### src/rtl/mc_controller_if.sv
// ============================================================================
// Module      : mc_controller_if
// Description : Control bundle between the multi-cycle controller and datapath.
// Revision    : 1.0 - initial release
// ============================================================================
`default_nettype none

interface mc_controller_if;
  logic [6:0] op;
  logic [2:0] funct3;
  logic       Taken;
  logic       MemReady;
  logic       MemReq;
  logic       MemWrite;
  logic       AdrSrc;
  logic       IRWrite;
  logic       PCWrite;
  logic       PCClrLsb;
  logic       RegWrite;
  logic [1:0] ResultSrc;
  logic [1:0] ALUSrcA;
  logic [1:0] ALUSrcB;
  logic [2:0] ImmSrc;
  logic [3:0] ALUControl;
  logic       Retire;
  logic       Illegal;

  modport master (
    input  op, funct3, Taken, MemReady,
    output MemReq, MemWrite, AdrSrc, IRWrite, PCWrite, PCClrLsb, RegWrite,
           ResultSrc, ALUSrcA, ALUSrcB, ImmSrc, ALUControl, Retire, Illegal
  );

  modport slave (
    output op, funct3, Taken, MemReady,
    input  MemReq, MemWrite, AdrSrc, IRWrite, PCWrite, PCClrLsb, RegWrite,
           ResultSrc, ALUSrcA, ALUSrcB, ImmSrc, ALUControl, Retire, Illegal
  );
endinterface

`default_nettype wire

### src/rtl/mc_controller.sv
// ============================================================================
// Module      : mc_controller
// Description : Multi-cycle RV32I control FSM driving the shared ALU, unified
//               memory port and register file.
// Revision    : 1.0 - initial release
// ============================================================================
`default_nettype none

module mc_controller (
  input  wire logic      clk,
  input  wire logic      reset,
  mc_controller_if.master bus
);

  typedef enum logic [3:0] {
    S_FETCH    = 4'd0,
    S_DECODE   = 4'd1,
    S_MEMADR   = 4'd2,
    S_MEMREAD  = 4'd3,
    S_MEMWB    = 4'd4,
    S_MEMWRITE = 4'd5,
    S_EXEC_R   = 4'd6,
    S_EXEC_I   = 4'd7,
    S_ALUWB    = 4'd8,
    S_BRANCH   = 4'd9,
    S_JAL      = 4'd10,
    S_JALR     = 4'd11,
    S_JALR_PC  = 4'd12,
    S_LUI      = 4'd13,
    S_TRAP     = 4'd14
  } state_t;

  state_t     r_state;
  state_t     w_next;
  logic       w_memreq, w_memwrite, w_adrsrc, w_irwrite, w_pcwrite;
  logic       w_pcclrlsb, w_regwrite, w_retire, w_illegal;
  logic [1:0] w_resultsrc, w_alusrca, w_alusrcb;
  logic [2:0] w_immsrc;
  logic [3:0] w_aluctrl;

  always_ff @(posedge clk or negedge reset) begin
    if (!reset) r_state <= S_FETCH;
    else        r_state <= w_next;
  end

  always_comb begin
    w_next      = r_state;
    w_memreq    = 1'b0;
    w_memwrite  = 1'b0;
    w_adrsrc    = 1'b0;
    w_irwrite   = 1'b0;
    w_pcwrite   = 1'b0;
    w_pcclrlsb  = 1'b0;
    w_regwrite  = 1'b0;
    w_retire    = 1'b0;
    w_illegal   = 1'b0;
    w_resultsrc = 2'b00;
    w_alusrca   = 2'b00;
    w_alusrcb   = 2'b00;
    w_aluctrl   = 4'b0000;
    case (bus.op)
      7'b0100011:             w_immsrc = 3'b001;
      7'b1100011:             w_immsrc = 3'b010;
      7'b1101111:             w_immsrc = 3'b011;
      7'b0110111, 7'b0010111: w_immsrc = 3'b100;
      default:                w_immsrc = 3'b000;
    endcase

    case (r_state)
      S_FETCH: begin
        w_memreq    = 1'b1;
        w_alusrcb   = 2'b10;
        w_resultsrc = 2'b10;
        if (bus.MemReady) begin
          w_irwrite = 1'b1;
          w_pcwrite = 1'b1;
          w_next    = S_DECODE;
        end
      end
      // ALUOut captures OldPC+imm here so branches and AUIPC can reuse it
      S_DECODE: begin
        w_alusrca = 2'b01;
        w_alusrcb = 2'b01;
        case (bus.op)
          7'b0000011, 7'b0100011: w_next = S_MEMADR;
          7'b0110011:             w_next = S_EXEC_R;
          7'b0010011:             w_next = S_EXEC_I;
          7'b1100011:             w_next = S_BRANCH;
          7'b1101111:             w_next = S_JAL;
          7'b1100111:             w_next = S_JALR;
          7'b0110111:             w_next = S_LUI;
          7'b0010111:             w_next = S_ALUWB;
          default:                w_next = S_TRAP;
        endcase
      end
      S_MEMADR: begin
        w_alusrca = 2'b10;
        w_alusrcb = 2'b01;
        w_next    = bus.op[5] ? S_MEMWRITE : S_MEMREAD;
      end
      S_MEMREAD: begin
        w_memreq = 1'b1;
        w_adrsrc = 1'b1;
        if (bus.MemReady) w_next = S_MEMWB;
      end
      S_MEMWB: begin
        w_resultsrc = 2'b01;
        w_regwrite  = 1'b1;
        w_retire    = 1'b1;
        w_next      = S_FETCH;
      end
      S_MEMWRITE: begin
        w_memreq   = 1'b1;
        w_memwrite = 1'b1;
        w_adrsrc   = 1'b1;
        if (bus.MemReady) begin
          w_retire = 1'b1;
          w_next   = S_FETCH;
        end
      end
      S_EXEC_R: begin
        w_alusrca = 2'b10;
        w_aluctrl = {1'b1, bus.funct3};
        w_next    = S_ALUWB;
      end
      // funct3=000 forces ADD: Instr[30] of an ADDI is immediate data
      S_EXEC_I: begin
        w_alusrca = 2'b10;
        w_alusrcb = 2'b01;
        w_aluctrl = (bus.funct3 == 3'b000) ? 4'b0000 : {1'b1, bus.funct3};
        w_next    = S_ALUWB;
      end
      S_ALUWB: begin
        w_regwrite = 1'b1;
        w_retire   = 1'b1;
        w_next     = S_FETCH;
      end
      S_BRANCH: begin
        w_alusrca = 2'b10;
        w_pcwrite = bus.Taken;
        w_retire  = 1'b1;
        w_next    = S_FETCH;
      end
      S_JAL: begin
        w_pcwrite = 1'b1;
        w_alusrca = 2'b01;
        w_alusrcb = 2'b10;
        w_next    = S_ALUWB;
      end
      S_JALR: begin
        w_alusrca = 2'b10;
        w_alusrcb = 2'b01;
        w_next    = S_JALR_PC;
      end
      S_JALR_PC: begin
        w_pcwrite  = 1'b1;
        w_pcclrlsb = 1'b1;
        w_alusrca  = 2'b01;
        w_alusrcb  = 2'b10;
        w_next     = S_ALUWB;
      end
      S_LUI: begin
        w_alusrca = 2'b11;
        w_alusrcb = 2'b01;
        w_next    = S_ALUWB;
      end
      S_TRAP: begin
        w_illegal = 1'b1;
        w_next    = S_TRAP;
      end
      default: w_next = S_FETCH;
    endcase
  end

  // Reset gates every output so nothing leaks out while reset is held low
  assign bus.MemReq     = reset & w_memreq;
  assign bus.MemWrite   = reset & w_memwrite;
  assign bus.AdrSrc     = reset & w_adrsrc;
  assign bus.IRWrite    = reset & w_irwrite;
  assign bus.PCWrite    = reset & w_pcwrite;
  assign bus.PCClrLsb   = reset & w_pcclrlsb;
  assign bus.RegWrite   = reset & w_regwrite;
  assign bus.Retire     = reset & w_retire;
  assign bus.Illegal    = reset & w_illegal;
  assign bus.ResultSrc  = reset ? w_resultsrc : 2'b00;
  assign bus.ALUSrcA    = reset ? w_alusrca   : 2'b00;
  assign bus.ALUSrcB    = reset ? w_alusrcb   : 2'b00;
  assign bus.ImmSrc     = reset ? w_immsrc    : 3'b000;
  assign bus.ALUControl = reset ? w_aluctrl   : 4'b0000;

endmodule

`default_nettype wire

### src/flat_wrapper.sv
// flat-port wrapper written by rule: the top's interface ports become plain ports
module mc_controller_flat 
  (clk, reset, bus_op, bus_funct3, bus_Taken, bus_MemReady, bus_MemReq, bus_MemWrite, bus_AdrSrc, bus_IRWrite, bus_PCWrite, bus_PCClrLsb, bus_RegWrite, bus_ResultSrc, bus_ALUSrcA, bus_ALUSrcB, bus_ImmSrc, bus_ALUControl, bus_Retire, bus_Illegal);
  mc_controller_if bus_i ();
  input  wire logic clk;
  input  wire logic reset;
  input wire logic [$bits(bus_i.op)-1:0] bus_op;
  input wire logic [$bits(bus_i.funct3)-1:0] bus_funct3;
  input wire logic [$bits(bus_i.Taken)-1:0] bus_Taken;
  input wire logic [$bits(bus_i.MemReady)-1:0] bus_MemReady;
  output wire logic [$bits(bus_i.MemReq)-1:0] bus_MemReq;
  output wire logic [$bits(bus_i.MemWrite)-1:0] bus_MemWrite;
  output wire logic [$bits(bus_i.AdrSrc)-1:0] bus_AdrSrc;
  output wire logic [$bits(bus_i.IRWrite)-1:0] bus_IRWrite;
  output wire logic [$bits(bus_i.PCWrite)-1:0] bus_PCWrite;
  output wire logic [$bits(bus_i.PCClrLsb)-1:0] bus_PCClrLsb;
  output wire logic [$bits(bus_i.RegWrite)-1:0] bus_RegWrite;
  output wire logic [$bits(bus_i.ResultSrc)-1:0] bus_ResultSrc;
  output wire logic [$bits(bus_i.ALUSrcA)-1:0] bus_ALUSrcA;
  output wire logic [$bits(bus_i.ALUSrcB)-1:0] bus_ALUSrcB;
  output wire logic [$bits(bus_i.ImmSrc)-1:0] bus_ImmSrc;
  output wire logic [$bits(bus_i.ALUControl)-1:0] bus_ALUControl;
  output wire logic [$bits(bus_i.Retire)-1:0] bus_Retire;
  output wire logic [$bits(bus_i.Illegal)-1:0] bus_Illegal;
  assign bus_i.op = bus_op;
  assign bus_i.funct3 = bus_funct3;
  assign bus_i.Taken = bus_Taken;
  assign bus_i.MemReady = bus_MemReady;
  assign bus_MemReq = bus_i.MemReq;
  assign bus_MemWrite = bus_i.MemWrite;
  assign bus_AdrSrc = bus_i.AdrSrc;
  assign bus_IRWrite = bus_i.IRWrite;
  assign bus_PCWrite = bus_i.PCWrite;
  assign bus_PCClrLsb = bus_i.PCClrLsb;
  assign bus_RegWrite = bus_i.RegWrite;
  assign bus_ResultSrc = bus_i.ResultSrc;
  assign bus_ALUSrcA = bus_i.ALUSrcA;
  assign bus_ALUSrcB = bus_i.ALUSrcB;
  assign bus_ImmSrc = bus_i.ImmSrc;
  assign bus_ALUControl = bus_i.ALUControl;
  assign bus_Retire = bus_i.Retire;
  assign bus_Illegal = bus_i.Illegal;
  mc_controller u_core (.clk(clk), .reset(reset), .bus(bus_i));
endmodule
### config.mk
export PLATFORM = sky130hd
export DESIGN_NAME = mc_controller_flat
export DESIGN_NICKNAME = d
export VERILOG_FILES = /design/src/rtl/mc_controller_if.sv /design/src/rtl/mc_controller.sv /design/src/flat_wrapper.sv
export SDC_FILE = /design/constraint.sdc
export NUM_CORES = 1
export LEC_CHECK = 0
export BUFFER_PORTS_ARGS = -buffer_cell sky130_fd_sc_hd__buf_2
export CAP_MARGIN = 20
export CORE_ASPECT_RATIO = 0.5
export CORE_UTILIZATION = 30
export DETAILED_ROUTE_END_ITERATION = 16
export GPL_ROUTABILITY_DRIVEN = 0
export PLACE_DENSITY = 0.64
export SYNTH_ARGS = -nofsm -noshare
export SYNTH_HDL_FRONTEND = slang
export SYNTH_SLANG_ARGS = --single-unit
### constraint.sdc
create_clock -name clk -period 1.9 [get_ports clk]
set_clock_uncertainty 0.05 [all_clocks]
set_input_delay 0.57 -clock clk [delete_from_list [all_inputs] [get_ports clk]]
set_output_delay 0.57 -clock clk [all_outputs]
set_load 0.05 [all_outputs]
After elaboration in Yosys (flattened, before gate mapping). Cells that the tools add are included. W data, S select, Z words.

Flip-flop bits (word level): 4. Latch bits: 0. RAM bits: 0. ROM bits: 0. Input bits: 14. Output and inout port bits: 22. Word-level logic and storage cells: 78. Memories kept: 0.

Add/sub/neg operators: 0. Multipliers: 0. Div/mod/pow operators: 0. Order comparisons: 0. Equality and inequality tests: 26. Shift-type cells: 0. Multiplexer cells: 27. Bitwise logic cells: 9. Reduce and logical (&&, ||, !) cells: 15.

Operators with widths (number): $pmux W4 S8 (2); $eq A4 B4 Y1 const B (7); $eq A7 B6 Y1 const B (3); $eq A7 B7 Y1 const B (3); $mux W4 (5); $eq A4 B3 Y1 const B (4); $reduce_or A5 Y1 (3); $eq A7 B5 Y1 const B (2); $pmux W3 S4 (1); $reduce_or A3 Y1 (4); $reduce_or A2 Y1 (5); $and A1 B1 Y1 (9); $eq A4 B2 Y1 const B (2); $mux W1 (8); $pmux W2 S2 (2); $pmux W4 S2 (1); $eq A7 B2 Y1 const B (1); $mux W2 (3); $mux W3 (2); $ne A2 B2 Y1 const B (3); $pmux W2 S3 (1); $eq A4 B1 Y1 const B (1); $logic_not A4 Y1 (1); $logic_not A3 Y1 (1); 3 further kinds (3).

Logic depth before layout (Yosys ltp). Gate-level depths: netlist (run 1).

Depth after elaboration: 4. Depth in mapped cells: 5. Gate-level depth less buffers: 4.

Worst setup path before layout (run 1). Ideal clock, no wire load.

Path type: input port to output port. From: input bus_MemReady. To: output bus_Retire. Arrival time: 2.082 ns. Required time: 1.280 ns. Path slack: -0.802 ns. Stages: 4. Path buffers: 1. Path through: buf_2 > nand2b_1 > a21oi_1 > nor3b_1.

Cells in the longest elaborated chain, start to end: 3.

RTL lines: start: declaration (line flat_wrapper.sv:10) `input wire logic [$bits(bus_i.MemReady)-1:0] bus_MemReady;`; $mux W1 (line mc_controller.sv:116) `if (bus.MemReady) begin`; $pmux W1 S2 (line mc_controller.sv:69) `case (r_state)`; $and A1 B1 Y1 (line mc_controller.sv:183) `assign bus.Retire = reset & w_retire;`; end: declaration (line flat_wrapper.sv:23) `output wire logic [$bits(bus_i.Retire)-1:0] bus_Retire;`.

No other way between the ends.

Worst setup path after layout (run 1).
From: register u_core.r_state[2]. To: output bus_ALUSrcA[1].

Cells in the longest elaborated chain, start to end: 4. Elaborated cells between the ends (all ways): 13. Classes of those cells: eq/ne (9); mux (2); reduce/logical (2).

RTL lines: start: declaration (line mc_controller.sv:33) `state_t r_state;`; start signal: assignment (line mc_controller.sv:43) `else r_state <= w_next;`; $eq A4 B4 Y1 (tied with other cells) (line mc_controller.sv:69); $reduce_or A5 Y1 (no line) / $reduce_or A3 Y1 (equally long branches); $pmux W2 S3 (*) (line mc_controller.sv:69); $mux W2 (*) (line mc_controller.sv:186) `assign bus.ALUSrcA = reset ? w_alusrca : 2'b00;`; end: declaration (line flat_wrapper.sv:19) `output wire logic [$bits(bus_i.ALUSrcA)-1:0] bus_ALUSrcA;`.

Mark *: on every way between the ends. The rest lies on a longest branch, timed or not.

==> impl_metrics.yaml, run 1 <==
placement:
  io_buffer_count: 35
  placed_cells_incl_taps: 222
  hpwlAfterDp_mm: 2.33
cts:
  cts_tree: "yes"
  root_buffer: "sky130_fd_sc_hd__clkbuf_8"
  clock-sinks: 4
  cts-htree-levels: 1
  cts_made_buffers: 3
  ctsHoldBuffers: 0
  worst_setup_hold_path_clk_slew_ns: 0.03
  cts.path.max_buffers: 2
  clk-insertion-delay-late_ns: 0.22
timing:
  drv_slew: 0
  hold_viol_final: 0
  period_share_pct: 116
  grt_setup_unrepaired: "yes"
  clock.fmax_mhz: 454
  hold-worst-slack_ns: 0.390
  final.min_clock_period_ns: 2.20
  final_critical_path_setup_slack_ns: -0.303
  worst_case_headroom_to_the_max_slew_limit_pct: 78.4
  worst-slew-pin-transition_ns: 0.323
  setup_violations: 21
die:
  dieHeight_um: 39.0
  die_w_um: 75.9
  design.core.area_um2: 2390
  placement_rows: 12
  ioPinCount: 36
  design.die.area_um2: 2960
  initial_utilization_pct: 34.3
drt:
  viasPerCell: 5.52
  post_drt_wl_per_cell_um: 17.4
  wl_mm: 4.11
  initialDrtViolationCount: 73
  number_of_remaining_drc_errors: 0
  ant_nets: 0
  detailroute.via_count: 1302
  drt_pass1_iterations: 4
power_and_ir_drop:
  switching_share_pct: 49.3
  powerDensity_nw_per_um2: 1260
  p_int_mw: 1.28
  power.static_leakage_nw: 0.876
  worst_vdd_ir_uv: 786
  clkPwrFrac_pct: 7.1
  share_seq_of_total_power_pct: 8.0
  comb_power_share_pct: 84.9
  psw_mw: 1.24
global_routing:
  busiest_layer: "met2"
  grt_usage_pct: 25.8
  number_of_antenna_violations_at_the_first_check_in_global_routing: 0
  grt_use_met1_pct: 27.3
  met2_usage_pct: 55.5
  gr_overflow_total: 0
  first_global_vias: 1253
  global_route.usage.met3_pct: 2.35
  global_route_wire_length_before_repair_mm: 5.75
  pin_count_of_the_biggest_net_entering_global_routing: 11
logic_synthesis:
  post_synth_inst_count: 117
  ys_async_sr_fraction_pct: 100
  ys_types: 42
  synth_enable_flop_cells: 0
  yosys_register_bits: 4
  ys_seq_area_share_pct: 12.2
  synth.cell_area_um2: 820
  synth-warning-count: 0
  postSynthAreaPerCell_um2: 7.00
  total_nets_after_synthesis: 131
  postSynth.topFlopCell: "sky130_fd_sc_hd__dfrtp_1"
finish:
  layout.cells.most_common: "sky130_fd_sc_hd__buf_4"
  final-instance-count-excl-fill: 236
  multi_input_comb_area_um2: 915
  area_growth_pct: 144
  nFillCells: 127
  diodes: 0
  max_flop_register: "u_core.r_state"
  final_nets: 217
  final-seq-area_um2: 105
  layout-drive-gt1-share_pct: 71.1
  largest_registers: "u_core.r_state x4"
  largest_reg_flops: 4
  final_cell_mix: "sky130_fd_sc_hd__buf_4, sky130_fd_sc_hd__buf_6, sky130_fd_sc_hd__buf_8"
run_status:
  failed_checks: "setup timing"
  run_status: "finished with violations"
worst_setup_path:
  startpoint_type: "flop"
  critical_path.top_delay_family: "buffers and inverters"
  critical-path-slowest-cell: "sky130_fd_sc_hd__dfrtp_2"
  worst-setup-path-type: "flop to primary output"
  r2r_slack_ns: 0.20
  timing.critical_path.to_type: "primary output"
  r2r_cells: 7
  cp.arrival_ns: 1.58
  path_depth: 6
  worstPathMaxFanout: 7
  critical-path-max-stage-delay_ns: 0.44
  timing.critical_path.buf_inv: 3
  cp.required_ns: 1.28
  crit_chain: "buf_6 > buf_4 > o21ai_0 > o21ai_0 > and2_2 > buf_6"
run:
  max_cap_viol: 0
hold_path:
  min-delay-path-class: "input port to asynchronous set/reset pin"
Yosys cell counts (all sizes together) (4+ instances only):
master  count  area [µm²]
mux2i       5        50.1
dfrtp       4         100
nor2b       7        43.8
nor2       10        40.0
a21oi       7        35.0
o21ai       8        40.0
nand2       8        30.0
nor3b       4        30.0
and2        5        31.3
buf        10        68.8
nor3        5        30.0
nand3       6        30.0
cell families after synthesis:
group                  after synthesis  share of synthesized area (%)
AO/OA/AOI/OAI                       31                           26.3
XOR/XNOR                             4                           4.28
buffers and inverters               14                           10.2
flip-flops                           4                           12.2
multiplexers                         5                           6.11
AND/OR/NAND/NOR                     59                           40.9
final cells by class:
class	count	share of cell area (%)
clock buffers	3	2.06
inverters	3	0.563
multi-input cells	99	45.7
flip-flops and latches	4	5.25
well taps	35	2.19
repair buffers	92	44.3
power groups by stage:
stage                     logic (mW)  registers, mW  clock network [mW]
after global routing            2.24          0.202               0.191
final                           2.14          0.202               0.179
after CTS                       1.87          0.187               0.183
after detailed placement        1.57          0.170                   0
after global placement          1.54          0.169                   0
after floorplan                 1.08          0.136                   0
final timing paths:
kind	start	end
worst min-delay path	reset	u_core.r_state[0]
worst max register to register	u_core.r_state[2]	u_core.r_state[2]
worst max-delay path	u_core.r_state[2]	bus_ALUSrcA[1]
max in group asynchronous	reset	u_core.r_state[2]
worst min register to register	u_core.r_state[3]	u_core.r_state[0]
min in group clk	bus_op[0]	u_core.r_state[2]
what timing repair did:
item,4_1_cts,5_1_grt
buffers inserted,8,4
hold endpoints to repair,0,0
gates resized for setup,78,37
pin swaps,7,15
cloned,0,0
endpoints found under the setup margin,22,22
worst reg2reg max path, stage by stage (launching register included):
cell and delay [ns]:
sky130_fd_sc_hd__dfrtp_2 0.44, sky130_fd_sc_hd__buf_6 0.16, sky130_fd_sc_hd__buf_6 0.12, sky130_fd_sc_hd__buf_4 0.16, sky130_fd_sc_hd__nand2_2 0.12, sky130_fd_sc_hd__mux2i_1 0.10, sky130_fd_sc_hd__a221oi_1 0.30, sky130_fd_sc_hd__a21oi_1 0.13
metal layers:
layer  up-vias  share of wire [%]
met5         -                  0
met4         0                3.5
met3        19                5.0
met2        63                 50
met1       621                 41
li1        599                  -
through the flow:
stage | setup TNS (ns) | util [%] | total power, mW | worst slack, ns | area, µm²
global placement | -2.44 | 61.6 | 1.71 | -0.213 | 1470
finish | -4.40 | 83.9 | 2.52 | -0.303 | 2000
global route | -5.34 | 83.9 | 2.63 | -0.348 | 2000
detailed placement | -2.78 | 61.6 | 1.74 | -0.282 | 1470
floorplan | -0.679 | - | 1.22 | -0.164 | 1000
CTS | -3.67 | 76.7 | 2.24 | -0.237 | 1830
Note: power is estimated with default switching activity, not from simulation.
==> run 2, diff against run 1 <==
--- a/config.mk
+++ b/config.mk
@@ -7,11 +7,14 @@
 export LEC_CHECK = 0
 export BUFFER_PORTS_ARGS = -buffer_cell sky130_fd_sc_hd__buf_2
 export CAP_MARGIN = 20
+export CELL_PAD_IN_SITES_DETAIL_PLACEMENT = 0
+export CELL_PAD_IN_SITES_GLOBAL_PLACEMENT = 1
 export CORE_ASPECT_RATIO = 0.5
 export CORE_UTILIZATION = 30
+export CTS_BUF_LIST = sky130_fd_sc_hd__clkbuf_4 sky130_fd_sc_hd__clkbuf_8 sky130_fd_sc_hd__clkbuf_16
 export DETAILED_ROUTE_END_ITERATION = 16
 export GPL_ROUTABILITY_DRIVEN = 0
-export PLACE_DENSITY = 0.64
+export PLACE_DENSITY = 0.84
 export SYNTH_ARGS = -nofsm -noshare
 export SYNTH_HDL_FRONTEND = slang
 export SYNTH_SLANG_ARGS = --single-unit
==> impl_metrics.yaml, run 2 (synthesis gave the netlist of run 1 again) <==
cts:
  ctsHoldBuffers: 0
  clk-insertion-delay-late_ns: 0.22
  clock-sinks: 4
  worst_setup_hold_path_clk_slew_ns: 0.03
  cts-htree-levels: 1
  root_buffer: "sky130_fd_sc_hd__clkbuf_8"
  cts_made_buffers: 3
  cts.path.max_buffers: 2
  cts_tree: "yes"
worst_setup_path:
  r2r_slack_ns: 0.10
  worstPathMaxFanout: 8
  cp.required_ns: 1.28
  r2r_start: "u_core.r_state[0]"
  startpoint_type: "flop"
  r2r_cells: 8
  cp.arrival_ns: 1.59
  worst-setup-path-type: "flop to primary output"
  reg2reg_to: "u_core.r_state[2]"
  timing.critical_path.to_type: "primary output"
power_and_ir_drop:
  power.static_leakage_nw: 0.955
  worst_vdd_ir_uv: 718
  fin_total_pwr_mw: 2.76
  powerDensity_nw_per_um2: 1290
finish:
  layout-drive-gt1-share_pct: 75.7
  largest_reg_flops: 4
  area_growth_pct: 162
  diodes: 0
  layout.cells.most_common: "sky130_fd_sc_hd__buf_4"
  largest_registers: "u_core.r_state x4"
  final_cell_mix: "sky130_fd_sc_hd__buf_4, sky130_fd_sc_hd__buf_6, sky130_fd_sc_hd__buf_8"
  max_flop_register: "u_core.r_state"
  final_nets: 230
die:
  placement_rows: 12
  initial_utilization_pct: 34.3
  dieHeight_um: 39.0
  ioPinCount: 36
  die_w_um: 75.9
  design.core.area_um2: 2390
  design.die.area_um2: 2960
global_routing:
  first_global_vias: 1299
  pin_count_of_the_biggest_net_entering_global_routing: 10
  number_of_antenna_violations_at_the_first_check_in_global_routing: 0
  gr_overflow_total: 0
  global_route_wire_length_before_repair_mm: 6.50
  grt_usage_pct: 30.4
placement:
  io_buffer_count: 35
  placement.setup.worst_slack_ns: -0.216
  hpwlAfterDp_mm: 2.22
timing:
  grt_setup_unrepaired: "yes"
  worst-slew-pin-transition_ns: 0.362
  drv_slew: 0
  clock.fmax_mhz: 453
  hold_viol_final: 0
  final_critical_path_setup_slack_ns: -0.308
  setup_violations: 21
  hold-worst-slack_ns: 0.294
  worst_case_headroom_to_the_max_slew_limit_pct: 75.8
  period_share_pct: 116
  final.min_clock_period_ns: 2.21
drt:
  viasPerCell: 5.63
  wl_mm: 4.81
  top_signal_layer_used: "met4"
  post_drt_wl_per_cell_um: 19.3
  ant_nets: 0
  number_of_remaining_drc_errors: 0
  initialDrtViolationCount: 117
  drt_pass1_iterations: 4
  met2_length_mm: 2.34
  met3RoutedLength_um: 366
  drt-met1-wl_mm: 1.95
  detailroute.via_count: 1402
hold_path:
  min-delay-path-class: "input port to asynchronous set/reset pin"
run:
  max_cap_viol: 0
run_status:
  run_status: "finished with violations"
  failed_checks: "setup timing"
run 2: changes by cell type in the layout (fill, tap and decap cells not counted), moves of 2 or more:
cell                      change
sky130_fd_sc_hd__buf_4        +8
sky130_fd_sc_hd__buf_6        +8
sky130_fd_sc_hd__buf_8        -2
sky130_fd_sc_hd__inv_4        +2
sky130_fd_sc_hd__nand3_1      -2
sky130_fd_sc_hd__nand3_2      +2
sky130_fd_sc_hd__nor2_2       +2
sky130_fd_sc_hd__nor2_4       -2
sky130_fd_sc_hd__o21ai_0      -2
sky130_fd_sc_hd__o21ai_2      +2
run 2: worst max-delay path, stage by stage (launching register included):
cell and delay (ns):
sky130_fd_sc_hd__dfrtp_2 0.49, sky130_fd_sc_hd__inv_4 0.06, sky130_fd_sc_hd__buf_4 0.14, sky130_fd_sc_hd__nor3b_2 0.18, sky130_fd_sc_hd__o311ai_2 0.14, sky130_fd_sc_hd__a21boi_4 0.18, sky130_fd_sc_hd__buf_6 0.17
run 2: routing by layer:
metal  vias up  GRT usage, %
met5         -             0
met4         0          17.3
met3        18          6.35
met2        84          63.4
met1       681          30.3
li1        619             -
run 2: how the worst max path moves through the flow:
stage,start,slack [ns],to,depth (start not counted)
2_1_floorplan,bus_MemReady,-0.16,bus_Retire,4
3_3_place_gp,bus_op[4],-0.20,bus_ImmSrc[1],5
5_1_grt,u_core.r_state[0],-0.38,bus_PCWrite,6
6_report,u_core.r_state[0],-0.31,bus_PCWrite,6
4_1_cts,u_core.r_state[1],-0.24,bus_PCWrite,5
3_5_place_dp,u_core.r_state[2],-0.22,bus_ALUSrcA[0],6
run 2: metrics by stage:
step                cells  setup TNS (ns)  utilization [%]  cell area [µm²]
floorplan             117          -0.679                -             1000
global placement      222           -2.44             61.1             1460
detailed placement    222           -2.75             61.1             1460
CTS                   238           -2.87             82.9             1980
global route          249           -5.24             89.8             2140
finish                249           -4.46             89.8             2140
run 2: cell type report:
type	count	area, µm²
repair buffers	105	988
multi-input cells	99	948
fillers	98	244
flip-flops and latches	4	105
well taps	35	43.8
clock buffers	3	41.3
inverters	3	16.3
run 2: what timing repair did:
item	in CTS	in global routing
pin swaps	19	16
setup endpoints to repair	22	22
gates resized for setup	106	24
buffers inserted	14	15
cloned	0	0
run 2: report_power, final:
group          switching (mW)  leakage [nW]  total (mW)  internal (mW)
clock                  0.0486        0.0216       0.184          0.135
sequential             0.0953        0.0464       0.219          0.123
combinational            1.22         0.887        2.36           1.14
